$ cat src/rtl/lmc_core_p.sv
// lmc_core_p: LMC CPU with a fetch/execute FSM, Z/C flags, branches
// and valid/ready IN/OUT ports; program RAM is loaded while stopped.
module lmc_core_p #(
    parameter int ADDR_WIDTH = 4,
    parameter int ACC_WIDTH = 4,
    localparam int INSTR_WIDTH = ADDR_WIDTH + 4
) (
    input  logic                   timer555,
    input  logic                   reset_count,
    input  logic                   prog_we,
    input  logic [ADDR_WIDTH-1:0]  prog_addr,
    input  logic [INSTR_WIDTH-1:0] prog_data,
    input  logic                   run,
    input  logic [ACC_WIDTH-1:0]   in_data,
    input  logic                   in_valid,
    output logic                   in_ready,
    output logic [ACC_WIDTH-1:0]   out_data,
    output logic                   out_valid,
    input  logic                   out_ready,
    output logic [ADDR_WIDTH-1:0]  counter,
    output logic [ACC_WIDTH-1:0]   Acc,
    output logic                   flag_z,
    output logic                   flag_c,
    output logic                   halted,
    output logic                   busy
);
    localparam int DEPTH = 1 << ADDR_WIDTH;

    localparam logic [3:0] OP_HLT = 4'd0;
    localparam logic [3:0] OP_LDI = 4'd1;
    localparam logic [3:0] OP_LDA = 4'd2;
    localparam logic [3:0] OP_STA = 4'd3;
    localparam logic [3:0] OP_ADD = 4'd4;
    localparam logic [3:0] OP_SUB = 4'd5;
    localparam logic [3:0] OP_JMP = 4'd6;
    localparam logic [3:0] OP_BRZ = 4'd7;
    localparam logic [3:0] OP_BRC = 4'd8;
    localparam logic [3:0] OP_IN  = 4'd9;
    localparam logic [3:0] OP_OUT = 4'd10;

    typedef enum logic [2:0] {
        IDLE, FETCH, EXEC, WAIT_IN, WAIT_OUT, HALT
    } state_t;

    state_t state, state_d;

    logic [INSTR_WIDTH-1:0] prog_mem [DEPTH];
    logic [ACC_WIDTH-1:0]   data_mem [DEPTH];

    logic [INSTR_WIDTH-1:0] ir, ir_d;
    logic [ADDR_WIDTH-1:0]  pc_d;
    logic [ACC_WIDTH-1:0]   acc_d, out_d;
    logic                   z_d, c_d;

    logic [3:0]             opcode;
    logic [ADDR_WIDTH-1:0]  operand;
    logic [ACC_WIDTH-1:0]   mem_rd;
    logic [ACC_WIDTH-1:0]   imm;
    logic [ACC_WIDTH:0]     sum, diff;
    logic                   stopped;
    logic                   dmem_we;

    assign opcode  = ir[INSTR_WIDTH-1 -: 4];
    assign operand = ir[ADDR_WIDTH-1:0];
    assign mem_rd  = data_mem[operand];
    assign imm     = ACC_WIDTH'(operand);

    // Extra top bit carries out of ADD and flags a borrow on SUB.
    assign sum  = {1'b0, Acc} + {1'b0, mem_rd};
    assign diff = {1'b0, Acc} - {1'b0, mem_rd};

    assign stopped   = (state == IDLE) || (state == HALT);
    assign dmem_we   = (state == EXEC) && (opcode == OP_STA);
    assign in_ready  = (state == WAIT_IN);
    assign out_valid = (state == WAIT_OUT);
    assign halted    = (state == HALT);
    assign busy      = !stopped;

    always_comb begin
        state_d = state;
        pc_d    = counter;
        ir_d    = ir;
        acc_d   = Acc;
        z_d     = flag_z;
        c_d     = flag_c;
        out_d   = out_data;
        unique case (state)
            IDLE, HALT: begin
                if (run) begin
                    pc_d    = '0;
                    state_d = FETCH;
                end
            end
            FETCH: begin
                ir_d    = prog_mem[counter];
                pc_d    = counter + ADDR_WIDTH'(1);
                state_d = EXEC;
            end
            EXEC: begin
                state_d = FETCH;
                case (opcode)
                    OP_HLT: state_d = HALT;
                    OP_LDI: begin
                        acc_d = imm;
                        z_d   = (imm == '0);
                    end
                    OP_LDA: begin
                        acc_d = mem_rd;
                        z_d   = (mem_rd == '0);
                    end
                    OP_ADD: begin
                        acc_d = sum[ACC_WIDTH-1:0];
                        c_d   = sum[ACC_WIDTH];
                        z_d   = (sum[ACC_WIDTH-1:0] == '0);
                    end
                    OP_SUB: begin
                        acc_d = diff[ACC_WIDTH-1:0];
                        c_d   = diff[ACC_WIDTH];
                        z_d   = (diff[ACC_WIDTH-1:0] == '0);
                    end
                    OP_JMP: pc_d = operand;
                    OP_BRZ: if (flag_z) pc_d = operand;
                    OP_BRC: if (flag_c) pc_d = operand;
                    OP_IN:  state_d = WAIT_IN;
                    OP_OUT: begin
                        out_d   = Acc;
                        state_d = WAIT_OUT;
                    end
                    default: ;
                endcase
            end
            WAIT_IN: begin
                if (in_valid) begin
                    acc_d   = in_data;
                    z_d     = (in_data == '0);
                    state_d = FETCH;
                end
            end
            WAIT_OUT: begin
                if (out_ready) state_d = FETCH;
            end
            default: state_d = IDLE;
        endcase
    end

    always_ff @(posedge timer555) begin
        if (reset_count) begin
            state    <= IDLE;
            counter  <= '0;
            ir       <= '0;
            Acc      <= '0;
            flag_z   <= 1'b0;
            flag_c   <= 1'b0;
            out_data <= '0;
        end else begin
            state    <= state_d;
            counter  <= pc_d;
            ir       <= ir_d;
            Acc      <= acc_d;
            flag_z   <= z_d;
            flag_c   <= c_d;
            out_data <= out_d;
        end
    end

    // RAM contents survive reset; reset only blocks writes.
    always_ff @(posedge timer555) begin
        if (!reset_count) begin
            if (stopped && prog_we) prog_mem[prog_addr] <= prog_data;
            if (dmem_we) data_mem[operand] <= Acc;
        end
    end

endmodule

$ cat config.mk
export PLATFORM = sky130hd
export DESIGN_NAME = lmc_core_p
export DESIGN_NICKNAME = d
export VERILOG_FILES = /design/src/rtl/lmc_core_p.sv
export SDC_FILE = /design/constraint.sdc
export NUM_CORES = 1
export LEC_CHECK = 0
export BUFFER_PORTS_ARGS = -buffer_cell sky130_fd_sc_hd__clkbuf_2
export CORE_MARGIN = 2
export CORE_UTILIZATION = 60
export CTS_BUF_LIST = sky130_fd_sc_hd__clkbuf_8
export CTS_CLUSTER_DIAMETER = 120
export CTS_CLUSTER_SIZE = 30
export DETAILED_ROUTE_END_ITERATION = 8
export PLACE_DENSITY = 0.78
export SYNTH_ARGS = -nofsm -noshare
export SYNTH_HDL_FRONTEND = slang
export SYNTH_SLANG_ARGS = --single-unit
$ cat constraint.sdc
create_clock -name timer555 -period 7.2 [get_ports timer555]
set_clock_uncertainty 0.15 [all_clocks]
set_input_delay 0.72 -clock timer555 [delete_from_list [all_inputs] [get_ports timer555]]
set_output_delay 0.72 -clock timer555 [all_outputs]
set_load 0.01 [all_outputs]
# ---- After elaboration in Yosys (flattened, before gate mapping)
# Memories as Yosys holds them, arrays and structs flattened. A register that Yosys moved wholly into a read port is not among the register bits.
# Cells that the tools add are included.
dict set report totals {
  reg_bits 17
  ram_bits 192
  wordCells 76
  memories 2
}
dict set report classes {
  addsub 3
  eq_ne 22
  mux 23
  reduce_logical 20
}
# name depth word_bits rd rd_clocked_by_memory_dff write_ports line_no
set mem_list {}
lappend mem_list {prog_mem 16 8 1 1 1 47} ;# logic [INSTR_WIDTH-1:0] prog_mem [DEPTH];
lappend mem_list {data_mem 16 4 1 0 1 48} ;# logic [ACC_WIDTH-1:0] data_mem [DEPTH];
# cell n
set ops {}
lappend ops {{$logic_not 4->1} 6}
lappend ops {{$pmux 4 s3} 2}
lappend ops {{$eq 4x3->1 const B} 4}
lappend ops {{$mux 4} 4}
lappend ops {{$pmux 4 s4} 1}
lappend ops {{$pmux 3 s5} 1}
lappend ops {{$eq 4x4->1 const B} 3}
lappend ops {{$mux 3} 3}
lappend ops {{$pmux 3 s3} 1}
lappend ops {{$eq 4x2->1 const B} 2}
lappend ops {{$pmux 4 s2} 1}
lappend ops {{$mux 1} 7}
lappend ops {{$eq 3x2->1 const B} 2}
lappend ops {{$eq 3x3->1 const B} 2}
lappend ops {{$ne 3x3->1 const B} 2}
lappend ops {{$reduce_and 3->1} 2}
lappend ops {{$add 4x4->5} 1}
lappend ops {{$ne 5x1->1 const B} 1}
lappend ops {{$reduce_and 5->1} 1}
lappend ops {{$sub 4x4->5} 1}
lappend ops {{$add 4x1->4 const B} 1}
lappend ops {{$eq 4x1->1 const B} 1}
lappend ops {{$ne 2x2->1 const B} 2}
lappend ops {{$ne 4x1->1 const B} 1}
lappend ops {{12 further kinds} 16}

# ---- Depth between registers and ports, before layout
# Gate-level depths: netlist of run 1.
dict set report depth {
  ltp_word 6
  mapped_depth 13
  depth_no_buf 11
}

# ---- Worst setup path before layout of run 1
# No wires, ideal clock.
dict set report synth_path {
  path_type {register to register}
  from {register ir[0] (read register of prog_mem)}
  to {register flag_z}
  setup_ps 125
  arrival_ps 2711
  t_required_ps 6925
  slack_ps 4214
  path_stages_with_launch 11
  path_buffers 1
  synth_period_minus_slack_ps 2986
  path_cell_list {dfxtp_1 buf_6 mux4_1 a22oi_1 nand3_2 ha_1 fa_1 xor2_1 nand3_1 nor3_1 o41a_1}
}
dict set report synth_via {
  elab_chain_cells 5
  word_cells_on_any_way 9
  cone_classes {add/sub (2); mux (2); reduce/logical (4); memory (1)}
}
# element line_no
set synth_lines {}
lappend synth_lines {{start, declared} 50} ;# logic [INSTR_WIDTH-1:0] ir, ir_d;
lappend synth_lines {{$mem_v2 16x4} -}
lappend synth_lines {{$sub 4x4->5 or $add 4x4->5 (tied branches)} {70, 69}}
lappend synth_lines {{$logic_not 4->1 (on tied branches)} {119, 114}}
lappend synth_lines {{$pmux 1 s4 (*)} 101} ;# case (opcode)
lappend synth_lines {{$pmux 1 s2 (*)} 87} ;# unique case (state)
lappend synth_lines {{end signal, assigned} 160} ;# flag_z <= z_d;
lappend synth_lines {{end, declared} 22} ;# output logic flag_z,
# Every way passes the cells marked *; elsewhere a longest branch is shown, timed or not.
# A chain may end at the register's enable or synchronous reset.

# ---- Worst setup path after layout of run 1
dict set report layout_path {
  from {register ir[1] (read register of prog_mem)}
  to {register flag_z}
}
# The elaborated chain is that of the path after synthesis.

==> impl_results.md, run 1 <==
- Number of global-route vias before repair: a little under 5,000
- # port buffers: 39
- CTS tree: built
- Avg Inst Size Synth: between 15 and 20 sq um
- Routed WL: 17,800 microns
- Status: complete, no violations
- Syn_nets: between 500 and 600
- GPL Wtd Cong: between 0.8 and 0.9
- Synth Instances: about 550
- RSZ-0062 raised after global routing: no
- Row count: between 40 and 50
- Detail Placement HPWL: 11,900 microns
- Synthesized flop and latch total: 217
- Post-layout nets: between 600 and 700
- Hold depth: 2
- Hold Path Class: register to register
- Die Area: about 16,000 sq um
- Post CTS Setup Buffer Count: 0
- Root buffer cell: clkbuf_8
- Distinct cells, synth: 63
- Clock sink count: around 220
- Final ANT Viol Nets: 0
- CTS Hold Buffers Added: 0
- Register area share after synthesis: slightly below 70%
- Die W: about 130 microns
- CTS max path bufs: 3
- GRT Util Overall: between 20% and 30%
- Area growth, synth to finish: 5.38%
- Final WS setup: around 3.8 ns
- CP Max Fanout: 22
- DRC: 0
- GR Util met2: 38.8%
- Relative slew slack: 11.3%
- Via/cell ratio: 6.48
- Vias: between 4,000 and 5,000
- Ant diodes: 0
- Pins Over Slew Limit: 0
- Critical Path AT: between 3 and 4 ns
- Detailed Route Iter0 Violations: 593
- GRT Max-Usage Layer: met2
- # setup viols final: 0
- Slew @ Worst Pin: ~1.3 ns
- Startpoint Class: register
- Most common cell after layout, fill and taps aside: edfxtp_1
- Design Area, Final: roughly 9700 sq um
- Most frequent cells in the layout: 192 x edfxtp_1, 47 x nor2_1, 46 x mux4_2, 39 x clkbuf_2, 38 x nand2_1
- First-pass GRT wire length: 27,900 microns
- Setup TNS Final: 0 ns
- Final min period: 3.42 ns
- CP peak stage delay: around 0.99 ns
- Worst Path Required: roughly 7.5 ns
- MaxCap Viol Count: 0
- Ys async rst share: 0%
- Max IR drop VDD: roughly 0.00020 V
- Met3 Usage GRT: under 10%
- Share of layout cells above drive strength 1: about 20%
- Crit-path cells: mux4_1, a22oi_1, nand3_2, ha_1, fa_1, xor2_1, nand3_1, nor3_1, o41a_1
- Largest net degree at the start of global routing: 38
- Ratio of final minimum period to clock period: 47.5%
- Post-synth EDFFs: 192
- Inserted Clock Buffers: 11
- Leak: 3.13 nW
- Ports: 40
- Antenna violations before repair: 0
- CP Capture Type: register
- Routed len/inst: 23.1 microns
- Power Dens Cells: 252 nW/um^2
- Ys flop type: edfxtp_1
- Total power: approximately 2.5 mW
- Synth Cell Area: roughly 9200 sq um
- Hold Slack: around 0.38 ns
- Initial Utilization: 61.0%
- Count of warnings emitted by yosys: 0
- CP max-delay cell: dfxtp_1
- Gr ovfl total: 0
- Critical setup path kind: register to register
- Core Region: approximately 15,000 sq um
- R2R depth: 9
- Fmax: slightly below 300 MHz
- First-pass DRT Iterations: 5
- Pre-CTS setup slack: about 3.4 ns
- Resized cells post-CTS: 0
- Placed inst area: 9540 sq um
- Met1 usage: between 30% and 40%
- H-Tree Depth: 1
- Die Height: about 130 microns
- Worst-Skew Late Latency: between 0.5 and 0.6 ns
- Hold violation count in the final report: 0
- Reg clk slew, reported paths: approximately 0.18 ns
## through the flow
step / util (%) / std cells
after floorplan: - / 554
after global placement: 63.0 / 755
after detailed placement: 63.0 / 755
after CTS: 64.2 / 770
after global routing: 64.2 / 770
final: 64.2 / 770
## final cells by class
| type | instances | area, sq um |
|---|---|---|
| Inverter | 13 | 48.8 |
| Clock buffer | 11 | 151 |
| Sequential cell | 217 | 6270 |
| Multi-Input combinational cell | 293 | 2750 |
| Timing Repair Buffer | 44 | 233 |
| Clock inverter | 4 | 41.3 |
| Fill cell | 1018 | 5420 |
| Tap cell | 188 | 235 |
## state kept, by name, indices dropped and copies added (netlist names)
register,count
Acc,4
counter,4
data_mem,64
flag_c,1
flag_z,1
ir,8
out_data,4
prog_mem,128
state,3
## report_power, final
part / internal [mW] / leakage [nW] / switching, mW
registers: 1.40 / 1.96 / 0.0638
logic: 0.222 / 1.06 / 0.261
clock network: 0.152 / 0.106 / 0.357
total: 1.77 / 3.13 / 0.683
## layer usage
| metal | part of all wire [%] | wire length [microns] |
|---|---|---|
| met1 | 41 | 7350 |
| met2 | 52 | 9280 |
| met3 | 4.7 | 834 |
| met4 | 1.6 | 293 |
| met5 | 0 | 0 |
## synth_stat cells (all sizes together), types with 3 or more instances
cell | number | share of area [%]
nor3b | 3 | 0.24
o21bai | 5 | 0.41
a221oi | 3 | 0.28
a21oi | 22 | 1.2
dfxtp | 25 | 5.4
nor2 | 47 | 1.9
a31oi | 3 | 0.20
nand3b | 5 | 0.41
clkbuf | 18 | 0.85
nand3 | 10 | 0.60
buf | 13 | 0.94
mux2i | 6 | 0.79
a311oi | 3 | 0.28
ha | 9 | 1.2
o21ai | 6 | 0.33
nand2 | 39 | 1.6
inv | 13 | 0.53
mux4 | 56 | 14
edfxtp | 192 | 62
nand2b | 8 | 0.54
a211oi | 3 | 0.24
nor2b | 6 | 0.41
nor3 | 18 | 0.98
a2111oi | 3 | 0.35
xnor2 | 4 | 0.38
## final timing paths
kind	start	endpoint	slack, ns
setup / recovery	ir[1]	flag_z	3.78
hold / removal	out_data[2]	out_data[2]	0.38
setup reg to reg	ir[1]	flag_z	3.78
hold reg to reg	out_data[2]	out_data[2]	0.38
## logic make-up (layout without fill, tap and decap cells)
group	count (synthesis)	in the layout	synth area share, %
flip-flops	217	217	67.9
AND/OR/NAND/NOR	150	150	7.89
multiplexers	64	64	15.1
AO/OA/AOI/OAI	62	62	4.57
buffers and inverters	44	72	2.32
adder cells (fa/ha/maj)	11	11	1.65
XOR/XNOR	6	6	0.569
## critical path, delay by kind of cell, from the launching register on
kind | cells | cell delay (ns)
DFF | 1 | 0.99
muxes | 1 | 0.41
AOI/OAI and AO/OA | 2 | 0.63
xor gates and xnor gates | 1 | 0.18
and+or+nand+nor | 3 | 0.32
adders and majority gates | 2 | 0.66
No activity file was read; power rests on OpenSTA's default activity.
==> inputs of run 2 (changes only) <==
Settings changed: CORE_UTILIZATION 60 to 58, PLACE_DENSITY 0.78 to 0.79.
Clock period 7.2 ns to 2.8 ns, I/O delays scaled along.
==> impl_results.md, run 2 (synthesis results as in run 1) <==
- Status: finished with violations
- Failing checks: negative setup slack
- First-pass DRT Iterations: 5
- GPL Wtd Cong: 0.903
- Worst Path Required: 3.04 ns
- Largest net degree at the start of global routing: 38
- Ant diodes: 0
- Max IR drop VDD: around 0.00055 V
- Regs by FF count: prog_mem: 128 flops, data_mem: 64 flops, ir: 8 flops
- Clock sink count: between 200 and 250
- Share of layout cells above drive strength 1: approximately a third
- Detailed Route Iter0 Violations: 527
- Ratio of final minimum period to clock period: 104%
- DRC: 0
- Routed len/inst: approximately 23 microns
- Routed WL: 19,700 microns
- Final min period: about 2.9 ns
- Vias: roughly 5,400
- GRT Util Overall: between 20% and 30%
- Post-layout nets: between 600 and 700
- Inserted Clock Buffers: 11
- Relative slew slack: 48.4%
- Pins Over Slew Limit: 0
- Via/cell ratio: roughly 6.2
- Worst-Skew Late Latency: roughly 0.5 ns
- Most common cell after layout, fill and taps aside: edfxtp_1
- Filler Cell Count: between 1,000 and 1,500
- CTS max path bufs: 3
- CP Max Fanout: 6
- Power Dens Cells: roughly 640 nW/um^2
- Final WS setup: -0.0981 ns
- RSZ-0062 raised after global routing: yes
- Root buffer cell: clkbuf_8
- Hold Path Class: input pin to register
- Fmax: between 300 and 400 MHz
- Area growth, synth to finish: 13.9%
- CTS tree: built
- Max reg flops: about 130
- First-pass GRT wire length: about 30,000 microns
- Detail Placement HPWL: roughly 14,000 microns
- CP peak stage delay: between 0.5 and 0.6 ns
- Hold violation count in the final report: 0
- Row count: 46
- Gr ovfl total: 0
- # port buffers: 39
- CP Capture Type: register
- Crit-path cells: buf_6, mux4_2, a22oi_2, nand3_2, ha_4, fa_2, o22ai_2, a211o_1, a21oi_2, a2111oi_2
- Hold Slack: 0.0350 ns
- # setup viols final: 3
- Slew @ Worst Pin: approximately 0.77 ns
- Ports: 40
- Multi-input gate area: 2900 sq um
- Core Region: between 15,000 and 20,000 sq um
- Final ANT Viol Nets: 0
- Critical Path AT: 3.14 ns
- Largest Register: prog_mem
- Startpoint Class: register
- Die Height: ~130 microns
- Critical setup path kind: register to register
- Initial Utilization: 58.8%
- Antenna violations before repair: 0
- Die W: approximately 130 microns
- Reg clk slew, reported paths: about 0.17 ns
- H-Tree Depth: 1
- Number of global-route vias before repair: around 5,300
- CP max-delay cell: fa_2
- Family with the most delay on the worst path: adder cells
- Total power: 6.74 mW
- MaxCap Viol Count: 0
- Reg area: ~6300 sq um
- Die Area: 16,900 sq um
- Leak: between 3 and 4 nW
- Most frequent cells in the layout: 192 x edfxtp_1, 68 x buf_4, 51 x mux4_2, 46 x nor2_1, 39 x clkbuf_2
- Buf/Inv on CP: 1
==> run 2: cell types whose count changed in the layout (fill, tap and decap cells not counted), sizes merged <==
cell,before,now
dlygate4sd3,0,2
inv,16,18
buf,5,76
==> run 2: layout make-up <==
type | count | share of cell area (%)
sequential | 217 | 59.7
inverter | 13 | 0.464
tap | 216 | 2.57
timing repair buffer | 117 | 7.84
clock inverter | 6 | 0.464
multi-input combinational | 293 | 27.5
clock buffer | 11 | 1.44
==> run 2: where the power goes <==
group	internal [mW]	switching, mW	total (mW)
Combinational	0.858	0.906	1.76
Clock	0.393	0.907	1.30
Sequential	3.60	0.0839	3.68
Total	4.85	1.90	6.74
==> run 2: timing repair <==
action | CTS | global route
setup endpoints to repair | 6 | 6
pin swaps | 17 | 24
gates resized for setup | 27 | 19
hold buffers | 2 | 0
buffers inserted | 8 | 1
hold endpoints to repair | 2 | 0
==> run 2: per-layer routing <==
| metal | up-vias | GRT usage [%] | wire length (microns) |
|---|---|---|---|
| met5 | - | 0 | 0 |
| met4 | 0 | 5.82 | 354 |
| met3 | 26 | 2.46 | 1160 |
| met2 | 243 | 42.3 | 10500 |
| met1 | 2758 | 30.8 | 7700 |
| li1 | 2370 | - | - |
==> run 2: worst paths after layout <==
path,cells after the start,startpoint,endpoint,slack (ns)
setup / recovery,10,ir[0],Acc[1],-0.1
hold / removal,1,prog_data[5],prog_mem[6][5],0.04
setup reg to reg,10,ir[0],Acc[1],-0.1
hold reg to reg,2,ir[4],ir[4],0.35
==> run 2: worst register-to-register path: cells and delay by family (launching register included) <==
kind,cells,cell delay [ns]
simple gates,1,0.17
buf+inv,1,0.11
compound gates,5,0.69
mux,1,0.49
fa+ha+maj,2,0.75
flops,1,0.43
==> run 2: stage by stage <==
step / setup TNS (ns) / util [%] / setup WS [ns] / instance area, sq um / instances
after floorplan: -0.000129 / - / -0.000129 / 9270 / 554
after global placement: -0.605 / 64.1 / -0.166 / 10100 / 845
after detailed placement: -0.936 / 64.1 / -0.243 / 10100 / 845
after CTS: -0.120 / 66.4 / -0.0669 / 10400 / 872
after global routing: -0.553 / 66.9 / -0.190 / 10500 / 873
final: -0.202 / 66.9 / -0.0981 / 10500 / 873
==> inputs of run 3 (changes only) <==
Settings changed: CORE_ASPECT_RATIO set to 1.2, PLACE_DENSITY 0.79 to not set, PLACE_DENSITY_LB_ADDON set to 0.15, SLEW_MARGIN set to 20.
==> impl_results.md, run 3 (synthesis results as in run 1) <==
- Status: finished with violations
- Failing checks: negative setup slack
- Routed len/inst: 21.3 microns
- Die Height: ~140 microns
- Power Dens Cells: 635 nW/um^2
- Reg-to-reg setup timing slack: -0.08 ns
- CTS tree: built
- Number of global-route vias before repair: between 5,000 and 6,000
- Max reg flops: between 100 and 150
- RR Endpoint: Acc[1]
- H-Tree Depth: 1
- Clock sink count: approximately 220
- Final min period: between 2 and 3 ns
- Root buffer cell: clkbuf_8
- Placed insts: about 840
- Share of layout cells above drive strength 1: 30.6%
- GPL Wtd Cong: 0.924
- Core Region: 15,600 sq um
- Die W: ~120 microns
- Post-layout nets: 683
- Ports: 40
- RSZ-0062 raised after global routing: yes
- Critical setup path kind: register to register
- Worst Path Required: about 3.1 ns
- CP Capture Type: register
- # setup viols final: 4
- Non-Filler Instances: roughly 860
- Vias: ~5,100
- Detailed Route Iter0 Violations: between 400 and 500
- R2R depth: 10
- Final WS setup: -0.0753 ns
- R2r startpoint: ir[0]
- Leak: approximately 3.5 nW
- Hold Path Sink: prog_mem[0][1]
- Critical Path AT: around 3.1 ns
- Hold depth: 1
- Die Area: 16,900 sq um
- Regs by FF count: prog_mem: 128 flops, data_mem: 64 flops, ir: 8 flops
- Worst-Skew Late Latency: around 0.52 ns
- Reg clk slew, reported paths: 0.18 ns
- Ratio of final minimum period to clock period: 103%
- Max IR drop VDD: between 0.0005 and 0.0006 V
- # port buffers: 39
- Relative slew slack: between 60% and 70%
- DRC: 0
- Startpoint Class: register
- Antenna violations before repair: 0
- First-pass DRT Iterations: 4
- Slew @ Worst Pin: 0.595 ns
- Critical hold path startpoint: prog_data[1]
- Hold Path Class: input pin to register
- GRT Util Overall: between 20% and 30%
- Largest Register: prog_mem
- CTS max path bufs: 3
- Largest net degree at the start of global routing: 37
- MaxCap Viol Count: 0
- Detail Placement HPWL: ~13,000 microns
- Via/cell ratio: 5.95
- Inserted Clock Buffers: 11
- First-pass GRT wire length: roughly 29,000 microns
- Fmax: around 350 MHz
- Gr ovfl total: 0
- Initial Utilization: about three fifths
- Routed WL: 18,300 microns
- Row count: 50
- Hold Slack: 0.0256 ns
- CP Max Fanout: 6
- Most common cell after layout, fill and taps aside: edfxtp_1
- Area growth, synth to finish: 12.2%
- Hold violation count in the final report: 0
- Ant diodes: 0
- Final ANT Viol Nets: 0
- Most frequent cells in the layout: 192 x edfxtp_1, 68 x buf_4, 51 x mux4_2, 47 x nor2_1, 39 x clkbuf_2
- Pins Over Slew Limit: 0
run 3: worst max path at each step:
stage	end	from
final	Acc[1]	ir[0]
after global routing	Acc[1]	ir[0]
after CTS	Acc[1]	ir[0]
after detailed placement	Acc[1]	ir[0]
after global placement	Acc[1]	ir[0]
after floorplan	flag_z	ir[0]
run 3: critical path, cell delays in order, from the launching register on:
cell and delay (ns):
dfxtp_4 0.42, buf_4 0.12, mux4_2 0.49, a22oi_2 0.18
nand3_2 0.15, ha_4 0.20, fa_2 0.54, o22ai_2 0.09
a211o_1 0.29, a21oi_2 0.13, a2111oi_2 0.05
run 3: area by class of cell:
type / instances / area (sq um)
Sequential cell: 217 / 6270
Tap cell: 208 / 260
Clock inverter: 6 / 48.8
Fill cell: 1085 / 5220
Clock buffer: 11 / 151
Inverter: 13 / 48.8
Multi-Input combinational cell: 293 / 2780
Timing Repair Buffer: 114 / 802
run 3: power by group:
group          internal [mW]  switching [mW]
sequential              3.59          0.0939
clock                  0.393           0.896
combinational          0.791           0.808
total                   4.78            1.80
run 3: routing by layer:
layer  GRT usage, %  up-vias  wire length (microns)
met3           2.36       33                    646
met1           27.4     2589                   7120
met2           42.3      142                  10100
li1               -     2363                      -
met5              0        -                      0
met4           5.39        0                    440
run 3: what timing repair did:
action,in CTS,in global routing
gates resized for setup,11,7
setup endpoints to repair,5,5
pin swaps,9,6
hold buffers,3,0
hold endpoints to repair,9,0
setup buffers,5,1
run 3: through the flow:
step,utilization [%],cell area [sq um],setup TNS (ns),worst slack (ns),total power [mW]
4_1_cts,66.4,10300,-0.0614,-0.0436,6.60
5_1_grt,66.5,10400,-0.551,-0.145,6.86
2_1_floorplan,-,9270,-0.000129,-0.000129,4.78
3_3_place_gp,64.6,10100,-0.688,-0.172,5.26
6_report,66.5,10400,-0.127,-0.0753,6.58
3_5_place_dp,64.6,10100,-1.03,-0.266,5.30
